--- config.mk ---
export PLATFORM = sky130hd
export DESIGN_NAME = sync_down_counter
export DESIGN_NICKNAME = d
export VERILOG_FILES = /design/src/rtl/sdc_pkg.sv /design/src/rtl/tff_load_cell.sv /design/src/rtl/sync_down_counter.sv
export SDC_FILE = /design/constraint.sdc
export NUM_CORES = 1
export LEC_CHECK = 0
export CORE_ASPECT_RATIO = 1.2
export CORE_UTILIZATION = 25
export CTS_BUF_LIST = sky130_fd_sc_hd__clkbuf_2 sky130_fd_sc_hd__clkbuf_4 sky130_fd_sc_hd__clkbuf_8
export CTS_CLUSTER_SIZE = 25
export DETAILED_ROUTE_END_ITERATION = 12
export PLACE_DENSITY = 0.48
export SETUP_SLACK_MARGIN = 0.15
export SYNTH_ARGS = -nofsm -noshare
export SYNTH_HDL_FRONTEND = slang
export SYNTH_SLANG_ARGS = --single-unit
--- constraint.sdc ---
create_clock -name clk -period 1.2 [get_ports clk]
set_input_delay 0.12 -clock clk [delete_from_list [all_inputs] [get_ports clk]]
set_output_delay 0.12 -clock clk [all_outputs]
set_load 0.02 [all_outputs]
--- src/rtl/sdc_pkg.sv ---
// Shared types and constants for the loadable synchronous down counter.
package sdc_pkg;

    typedef enum logic [1:0] {
        IDLE = 2'b00,
        RUN  = 2'b01,
        DONE = 2'b10
    } sdc_state_t;

    localparam logic MODE_ONESHOT  = 1'b0;
    localparam logic MODE_PERIODIC = 1'b1;

endpackage

--- src/rtl/tff_load_cell.sv ---
// One bit of the down counter: a T flip-flop with a parallel load input.
// Synchronous active-low reset to 0; a load overrides the toggle request.
module tff_load_cell (
    input  logic clk,
    input  logic rst,
    input  logic t,
    input  logic ld,
    input  logic d,
    output logic q
);

    logic r_q;

    // Reset first, then load, then toggle; otherwise hold
    always_ff @(posedge clk) begin
        if (!rst) begin
            r_q <= 1'b0;
        end else if (ld) begin
            r_q <= d;
        end else if (t) begin
            r_q <= ~r_q;
        end
    end

    assign q = r_q;

endmodule

--- src/rtl/sync_down_counter.sv ---
// Loadable synchronous down counter built from a chain of T flip-flop cells.
// Counts from the loaded value to zero, flags terminal count, then either stops
// (one-shot) or reloads the stored start value (periodic).
// Optional feature macro: SDC_TC_COUNT_EN adds an 8-bit saturating count of tc events.
module sync_down_counter
    import sdc_pkg::*;
#(
    parameter int WIDTH = 3
) (
    input  logic             clk,
    input  logic             rst,
    input  logic             en,
    input  logic             load,
    input  logic [WIDTH-1:0] load_val,
    input  logic             mode,
    output logic [WIDTH-1:0] q,
    output logic             tc,
    output logic             busy,
    output logic             done
`ifdef SDC_TC_COUNT_EN
    ,
    output logic [7:0]       tc_count
`endif
);

    sdc_state_t       r_state;
    logic [WIDTH-1:0] r_reload;
    logic             r_done;

    logic [WIDTH-1:0] w_q;
    logic [WIDTH-1:0] w_toggle;
    logic [WIDTH-1:0] w_lowZero;
    logic [WIDTH-1:0] w_d;
    logic             w_enRun;
    logic             w_qNonZero;
    logic             w_tc;
    logic             w_ld;

    // Counting only happens while running and enabled; at zero the count
    // stops borrowing and terminal count is raised instead.
    assign w_enRun    = (r_state == RUN) & en;
    assign w_qNonZero = |w_q;
    assign w_tc       = w_enRun & ~w_qNonZero;

    // A periodic terminal count reuses the cells' load path to restore the
    // reload value; an external load always takes priority over that.
    assign w_ld = load | (w_tc & (mode == MODE_PERIODIC));
    assign w_d  = load ? load_val : r_reload;

    genvar gi;
    generate
        for (gi = 0; gi < WIDTH; gi++) begin : gCell
            // Bit i toggles only when every lower bit is zero (borrow chain)
            if (gi == 0) begin : gLsb
                assign w_lowZero[gi] = 1'b1;
            end else begin : gUpper
                assign w_lowZero[gi] = w_lowZero[gi-1] & ~w_q[gi-1];
            end

            assign w_toggle[gi] = w_enRun & w_qNonZero & w_lowZero[gi];

            tff_load_cell uCell (
                .clk (clk),
                .rst (rst),
                .t   (w_toggle[gi]),
                .ld  (w_ld),
                .d   (w_d[gi]),
                .q   (w_q[gi])
            );
        end
    endgenerate

    // State: load starts a run from any state; a one-shot terminal count parks in DONE
    always_ff @(posedge clk) begin
        if (!rst) begin
            r_state <= IDLE;
        end else if (load) begin
            r_state <= RUN;
        end else if (w_tc && (mode == MODE_ONESHOT)) begin
            r_state <= DONE;
        end
    end

    // Reload register remembers the last loaded start value for periodic mode
    always_ff @(posedge clk) begin
        if (!rst) begin
            r_reload <= '0;
        end else if (load) begin
            r_reload <= load_val;
        end
    end

    // Done is a one-cycle pulse after a terminal count that was not overridden by a load
    always_ff @(posedge clk) begin
        if (!rst) begin
            r_done <= 1'b0;
        end else begin
            r_done <= w_tc & ~load;
        end
    end

`ifdef SDC_TC_COUNT_EN
    logic [7:0] r_tcCount;

    // Saturating count of terminal-count events, cleared only by reset
    always_ff @(posedge clk) begin
        if (!rst) begin
            r_tcCount <= 8'd0;
        end else if (w_tc && (r_tcCount != 8'hFF)) begin
            r_tcCount <= r_tcCount + 8'd1;
        end
    end

    assign tc_count = r_tcCount;
`endif

    assign q    = w_q;
    assign tc   = w_tc;
    assign busy = (r_state == RUN);
    assign done = r_done;

endmodule
==> out/qor.csv, run 1 <==
stage;metric;value;unit
synthesis;Yosys top cell area share;0.4034;
timing;setup ws final;-0.07160;ns
setup_path;CP Class;flip-flop to flip-flop;
status;status;finished, violations left;
pwr;Leakage;0.0003071;uW
grt;GRT Total Usage;0.1124;
setup_path;critical path required time;1.35;ns
timing;Max-slew headroom;0.8182;
pwr;peak supply drop;0.6820;mV
pwr;Flop pwr share;0.428;
detailed_routing;post-route ant nets;0;
detailed_routing;Routed WL;899;um
synthesis;sequential cell area fraction in the yosys report;0.4034;
floorplanning;die area;0.001960;mm2
setup_path;r2r endpoint;gCell[1].uCell.q;
layout;design area;696.9;um2
min_path;Hold Path Origin;r_state[1];
layout;most common cell after layout, fill and taps aside;buf_4;
pwr;Comb pwr share;0.233;
timing;worst slew pin tran;0.2717;ns
layout;nets@finish;78;
setup_path;r2r setup slk;-0.07;ns
detailed_routing;drc violations;0;
grt;number of global-route vias before repair;343;
timing;setup TNS;-0.2519;ns
pwr;Pint;574.3;uW
synthesis;cell area after synthesis;446.7;um2
detailed_routing;vias per cell;4.368;
layout;layout cells sized above 1;0.4348;
detailed_routing;First DRT Iteration DRCs;1;
timing;achievable frequency;786.4;MHz
cts;CTS buffer count;3;
setup_path;CP Capture Type;flip-flop;
placed_design;RePlAce Congestion;0.6655;
timing;final-report max-slew violation count;0;
synthesis;mux contribution to synthesized area;0.08964;
pwr;Power Total;766.8;uW
cts;root buf cell;clkbuf_4;
synthesis;compound-gate portion of the synthesized area;0.1429;
timing;min Tclk post-route;1.272;ns
synthesis;Net Count, Synth;52;
detailed_routing;drt first pass iters;3;
floorplanning;Die W;40.59;um
synthesis;Netlist cell types;22;
cts;CTS tree;built;
setup_path;Reg-to-Reg Start;gCell[0].uCell.q;
placed_design;I/O Buffers;13;
cts;clk slew on worst S/H paths;0.06;ns
synthesis;Post-Synth Adder-Cell Area;0;
synthesis;simple-gate share of the synthesized area;0.2885;
timing;count of final setup violators;5;
synthesis;Synth area leaders;dfxtp_1, mux2i_1, nor2b_1;
synthesis;Synth warnings;0;
synthesis;Synth Area in XOR/XNOR;0;
pwr;clock network fraction of total power;0.339;
pwr;Sw Share;0.2510;
placed_design;placed cell area;650.6;um2
cts;H-tree Lvls;1;
cts;worst-case clock buffer depth;2;
synthesis;dominant cell type by area after synthesis;dfxtp_1;
detailed_routing;DR vias;380;
timing;Hold Fails Final Rpt;0;
synthesis;Synth Instances;44;
cts;worst skew pair latency;0.26;ns
grt;first-pass GRT wire length;1476;um
detailed_routing;WL/cell;10.33;um
min_path;Hold Path Depth;2;
floorplanning;Die Height;48.31;um
layout;commonest non-fill, non-tap cells in the layout;buf_4, clkdlybuf4s50_1, nor2b_1, dfxtp_1;
timing;Final Hold Slack;0.4796;ns
synthesis;main combinational cell family by area after synthesis;simple AND/OR/NAND/NOR gates;
status;failing checks;setup timing;
pwr;sw power;192.5;uW
synthesis;Yosys reg bits;9;
layout;n_diodes;0;
timing;share of the clock period used by the worst path after layout;1.060;
grt;largest net degree at the start of global routing;8;
floorplanning;Initial Util;0.2688;
timing;clock skew;0.003884;ns
floorplanning;Core Area;0.001662;mm2
setup_path;WP data arrival;1.42;ns
setup_path;Worst Path Max Fanout;5;
placed_design;HPWL Detailed;660.2;um
timing;RSZ-0062 raised after global routing;true;
min_path;Hold Path Class;flip-flop to flip-flop;
min_path;Hold EP;r_state[1];
setup_path;Worst Reg-to-Reg Cells;5;
synthesis;Synth Area per Inst;10.15;um2
setup_path;Critical Path Source Type;flip-flop;
grt;GRT overflow;0;
flow_run;Max-Cap Viols;0;
cts;Num Clock Sinks;9;
grt;initial antenna violation count;0;
pwr;Pwr Density;1100;mW/mm2
floorplanning;cell row count;16;
layout;Area Overhead vs Synth;56.02;%
floorplanning;Ports;14;
-- logic make-up (layout without fill, tap and decap cells) --
logic type | after synthesis | count (layout)
AND/OR/NAND/NOR | 19 | 19
flip-flops | 9 | 9
multiplexers | 4 | 4
buffers and inverters | 5 | 30
AO/OA/AOI/OAI | 7 | 7
-- cells in the mapped netlist --
library cell  n
a21bo_2       1
a21boi_0      1
a21oi_1       1
a31oi_4       1
and2_1        1
and2b_1       1
and3_1        2
and3_2        1
and4bb_4      1
buf_4         4
dfxtp_1       9
inv_1         1
mux2i_1       4
nand2_1       2
nand2b_1      2
nand3b_1      1
nand4bb_1     1
nor2_1        1
nor2b_1       5
nor3_1        1
o211ai_1      2
o21ai_1       1
-- critical path: stages, from the launching register on --
cell and delay, ns:
dfxtp_2 0.32, buf_6 0.11, and4bb_4 0.33, a31oi_4 0.11
nand2b_1 0.16, and3_1 0.14
-- registers in the layout, summed over array words and instances (netlist names) --
signal and flops:
r_reload 3, gCell.uCell.q 3, done 1, r_state 2
-- power groups by stage --
stage                     logic, uW  registers (uW)  clock network [uW]
after floorplan                90.7             334                   0
after global routing            196             329                 293
after global placement          175             333                   0
after detailed placement        175             333                   0
final                           179             328                 260
after CTS                       181             329                 266
-- worst max-delay path by stage --
stage	from	endpoint	slack, ns
2_1_floorplan	r_state[1]	gCell[1].uCell.q	0.06
3_3_place_gp	en	tc	-0.39
3_5_place_dp	en	tc	-0.41
4_1_cts	gCell[0].uCell.q	gCell[1].uCell.q	-0.06
5_1_grt	r_state[1]	tc	-0.12
6_report	gCell[0].uCell.q	gCell[1].uCell.q	-0.07
-- per-layer routing --
metal  global-route usage  share of wire  up-vias
met5                    0              0        -
met4              0.08333          0.028        0
met3              0.02752          0.059        4
met2               0.1455           0.42       14
met1               0.1541           0.49      162
li1                     -              -      200
-- area by class of cell --
type                            count  area, um2
Multi-Input combinational cell     30      241.5
Inverter                            1      3.754
Tap cell                           18      22.52
Fill cell                         166      964.7
Sequential cell                     9      185.2
Clock buffer                        4      30.03
Timing Repair Buffer               25      214.0
-- through the flow --
step / setup WS (ns) / instances / util
after global placement: -0.3906 / 81 / 0.3916
final: -0.07160 / 87 / 0.4194
after floorplan: 0.06008 / 44 / -
after global routing: -0.1229 / 87 / 0.4194
after detailed placement: -0.4148 / 81 / 0.3916
after CTS: -0.06475 / 87 / 0.4247
-- what timing repair did --
item                       CTS  global route
setup buffers                2             0
pin swaps                    3             1
gates resized for setup     25             6
setup endpoints to repair   11            11
hold buffers                 0             0
Power figures use the tool's default switching activity.
==> run 2, diff against run 1 <==
==> constraint.sdc (replaced) <==
create_clock -name clk -period 1.2 [get_ports clk]
set_input_delay 0.18 -clock clk [delete_from_list [all_inputs] [get_ports clk]]
set_output_delay 0.18 -clock clk [all_outputs]
set_load 0.02 [all_outputs]
==> out/qor.csv, run 2 (synthesized netlist as in run 1, its figures left out) <==
stage;metric;value;unit;change
setup_path;CP Class;flip-flop to flip-flop;;unchanged
layout;Non-Filler Instances;87;;unchanged
pwr;Pwr Density;1086;mW/mm2;was 1100 mW/mm2
detailed_routing;DR vias;393;;was 380
detailed_routing;drc violations;0;;unchanged
setup_path;critical path required time;1.35;ns;about the same
layout;layout cells sized above 1;0.4783;;was 0.4348
placed_design;I/O Buffers;13;;unchanged
timing;worst slew pin tran;0.3280;ns;was 0.2717 ns
placed_design;pre-CTS setup slack;-0.5364;ns;was -0.4148 ns
timing;count of final setup violators;4;;was 5
detailed_routing;vias per cell;4.517;;was 4.368
layout;Multi-input gate area;254.0;um2;was 241.5 um2
status;failing checks;setup timing;;unchanged
layout;commonest non-fill, non-tap cells in the layout;buf_4, dfxtp_1, nor2b_1, clkdlybuf4s50_1;;was buf_4, clkdlybuf4s50_1, nor2b_1, dfxtp_1
cts;Num Clock Sinks;9;;unchanged
detailed_routing;drt first pass iters;4;;was 3
setup_path;r2r setup slk;-0.11;ns;was -0.07 ns
timing;Max-slew headroom;0.7751;;was 0.8182
cts;CTS buffer count;3;;unchanged
pwr;Leakage;0.0003137;uW;was 0.0003071 uW
timing;setup TNS;-0.3386;ns;was -0.2519 ns
layout;n_diodes;0;;unchanged
setup_path;Worst Reg-to-Reg Cells;5;;unchanged
floorplanning;Core Area;0.001662;mm2;unchanged
detailed_routing;First DRT Iteration DRCs;5;;was 1
layout;design area;701.9;um2;was 696.9 um2
timing;share of the clock period used by the worst path after layout;1.089;;was 1.060
timing;clock skew;0.002304;ns;was 0.003884 ns
cts;worst-case clock buffer depth;2;;unchanged
floorplanning;Die W;40.59;um;unchanged
min_path;Hold Path Class;flip-flop to flip-flop;;unchanged
cts;H-tree Lvls;1;;unchanged
min_path;Hold EP;r_reload[2];;was r_state[1]
placed_design;dpl cells;82;;was 81
grt;GRT overflow;0;;unchanged
layout;most common cell after layout, fill and taps aside;buf_4;;unchanged
floorplanning;die area;0.001960;mm2;unchanged
grt;largest net degree at the start of global routing;8;;unchanged
layout;Area Overhead vs Synth;57.14;%;was 56.02%
cts;root buf cell;clkbuf_4;;unchanged
timing;Hold Fails Final Rpt;0;;unchanged
placed_design;RePlAce Congestion;0.7292;;was 0.6655
grt;number of global-route vias before repair;365;;was 343
cts;post-cts hold buffer count;0;;unchanged
setup_path;Reg-to-Reg Start;gCell[0].uCell.q;;unchanged
pwr;Sw Share;0.2509;;was 0.2510
detailed_routing;Routed WL;879;um;was 899 um
setup_path;Worst Path Max Fanout;5;;unchanged
cts;clk slew on worst S/H paths;0.06;ns;about the same
setup_path;r2r endpoint;gCell[1].uCell.q;;unchanged
layout;nets@finish;78;;unchanged
pwr;Power Total;762.5;uW;was 766.8 uW
placed_design;HPWL Detailed;662.8;um;was 660.2 um
setup_path;Critical Path Source Type;flip-flop;;unchanged
cts;CTS tree;built;;unchanged
pwr;Comb pwr share;0.234;;was 0.233
cts;worst skew pair latency;0.26;ns;about the same
min_path;Hold Path Depth;2;;unchanged
grt;GRT Total Usage;0.1037;;was 0.1124
pwr;peak supply drop;0.5494;mV;was 0.6820 mV
min_path;Hold Path Origin;r_reload[2];;was r_state[1]
pwr;Flop pwr share;0.429;;was 0.428
timing;final-report max-slew violation count;0;;unchanged
layout;Reg area;183.9;um2;was 185.2 um2
pwr;clock network fraction of total power;0.337;;was 0.339
floorplanning;cell row count;16;;unchanged
floorplanning;Ports;14;;unchanged
setup_path;CP Capture Type;flip-flop;;unchanged
setup_path;WP data arrival;1.46;ns;was 1.42 ns
flow_run;Max-Cap Viols;0;;unchanged
pwr;Pint;571.2;uW;was 574.3 uW
placed_design;placed cell area;656.9;um2;was 650.6 um2
floorplanning;Die Height;48.31;um;unchanged
pwr;sw power;191.3;uW;was 192.5 uW
timing;RSZ-0062 raised after global routing;true;;unchanged
status;status;finished, violations left;;unchanged
grt;first-pass GRT wire length;1455;um;was 1476 um
timing;min Tclk post-route;1.306;ns;was 1.272 ns
floorplanning;Initial Util;0.2688;;unchanged
detailed_routing;WL/cell;10.10;um;was 10.33 um
timing;achievable frequency;765.4;MHz;was 786.4 MHz
timing;setup ws final;-0.1065;ns;was -0.07160 ns
detailed_routing;post-route ant nets;0;;unchanged
layout;fillers;178;;was 166
setup_path;critical path launch point;gCell[0].uCell.q;;unchanged
grt;initial antenna violation count;0;;unchanged
==> run 2: cell types whose count changed in the layout (fill, tap and decap cells not counted), sizes merged <==
| cell | delta |
|---|---|
| dlygate4sd2 | +1 |
| buf | +1 |
| clkdlybuf4s50 | -2 |
==> run 2: how the worst max path moves through the flow <==
stage / to / slack, ns / depth (start not counted)
floorplan: gCell[1].uCell.q / 0.04 / 4
CTS: gCell[1].uCell.q / -0.11 / 5
detailed placement: tc / -0.54 / 4
global route: gCell[1].uCell.q / -0.16 / 5
global placement: tc / -0.54 / 4
finish: gCell[1].uCell.q / -0.11 / 5
==> run 2: power groups by stage <==
stage / sequential, uW / combinational, uW / clock (uW)
floorplan: 333 / 90.7 / 0
global placement: 332 / 177 / 0
detailed placement: 332 / 176 / 0
CTS: 327 / 178 / 264
global route: 330 / 194 / 287
finish: 327 / 178 / 257
==> run 2: metrics by stage <==
step                        util  hold slack [ns]
after detailed placement  0.3953           0.5050
after floorplan                -           0.3017
after CTS                 0.4187           0.5321
final                     0.4224           0.5266
after global routing      0.4224           0.5781
after global placement    0.3953           0.5042
==> run 2: layer usage <==
metal	vias to the layer above	GRT usage	wire, um
li1	201	-	-
met1	179	0.1541	392
met2	13	0.1349	426
met3	0	0.02752	60
met4	0	0.05000	0
met5	-	0	0
==> run 2: cell type report <==
| type | count | area share |
|---|---|---|
| Clock buffer | 4 | 0.04278 |
| Inverter | 1 | 0.005348 |
| Multi-Input combinational cell | 30 | 0.3619 |
| Sequential cell | 9 | 0.2620 |
| Tap cell | 18 | 0.03209 |
| Timing Repair Buffer | 25 | 0.2959 |
==> run 2: worst max-delay path, cell delays in order, from the launching register on <==
cell and delay (ns):
dfxtp_2 0.32, buf_6 0.11, and4bb_4 0.36, a31oi_4 0.11
nand2b_4 0.15, and3_4 0.14
==> run 2: repair_timing <==
item,4_1_cts,5_1_grt
setup endpoints to repair,13,9
pin swaps,9,2
resized for setup,32,6
setup buffers,0,1
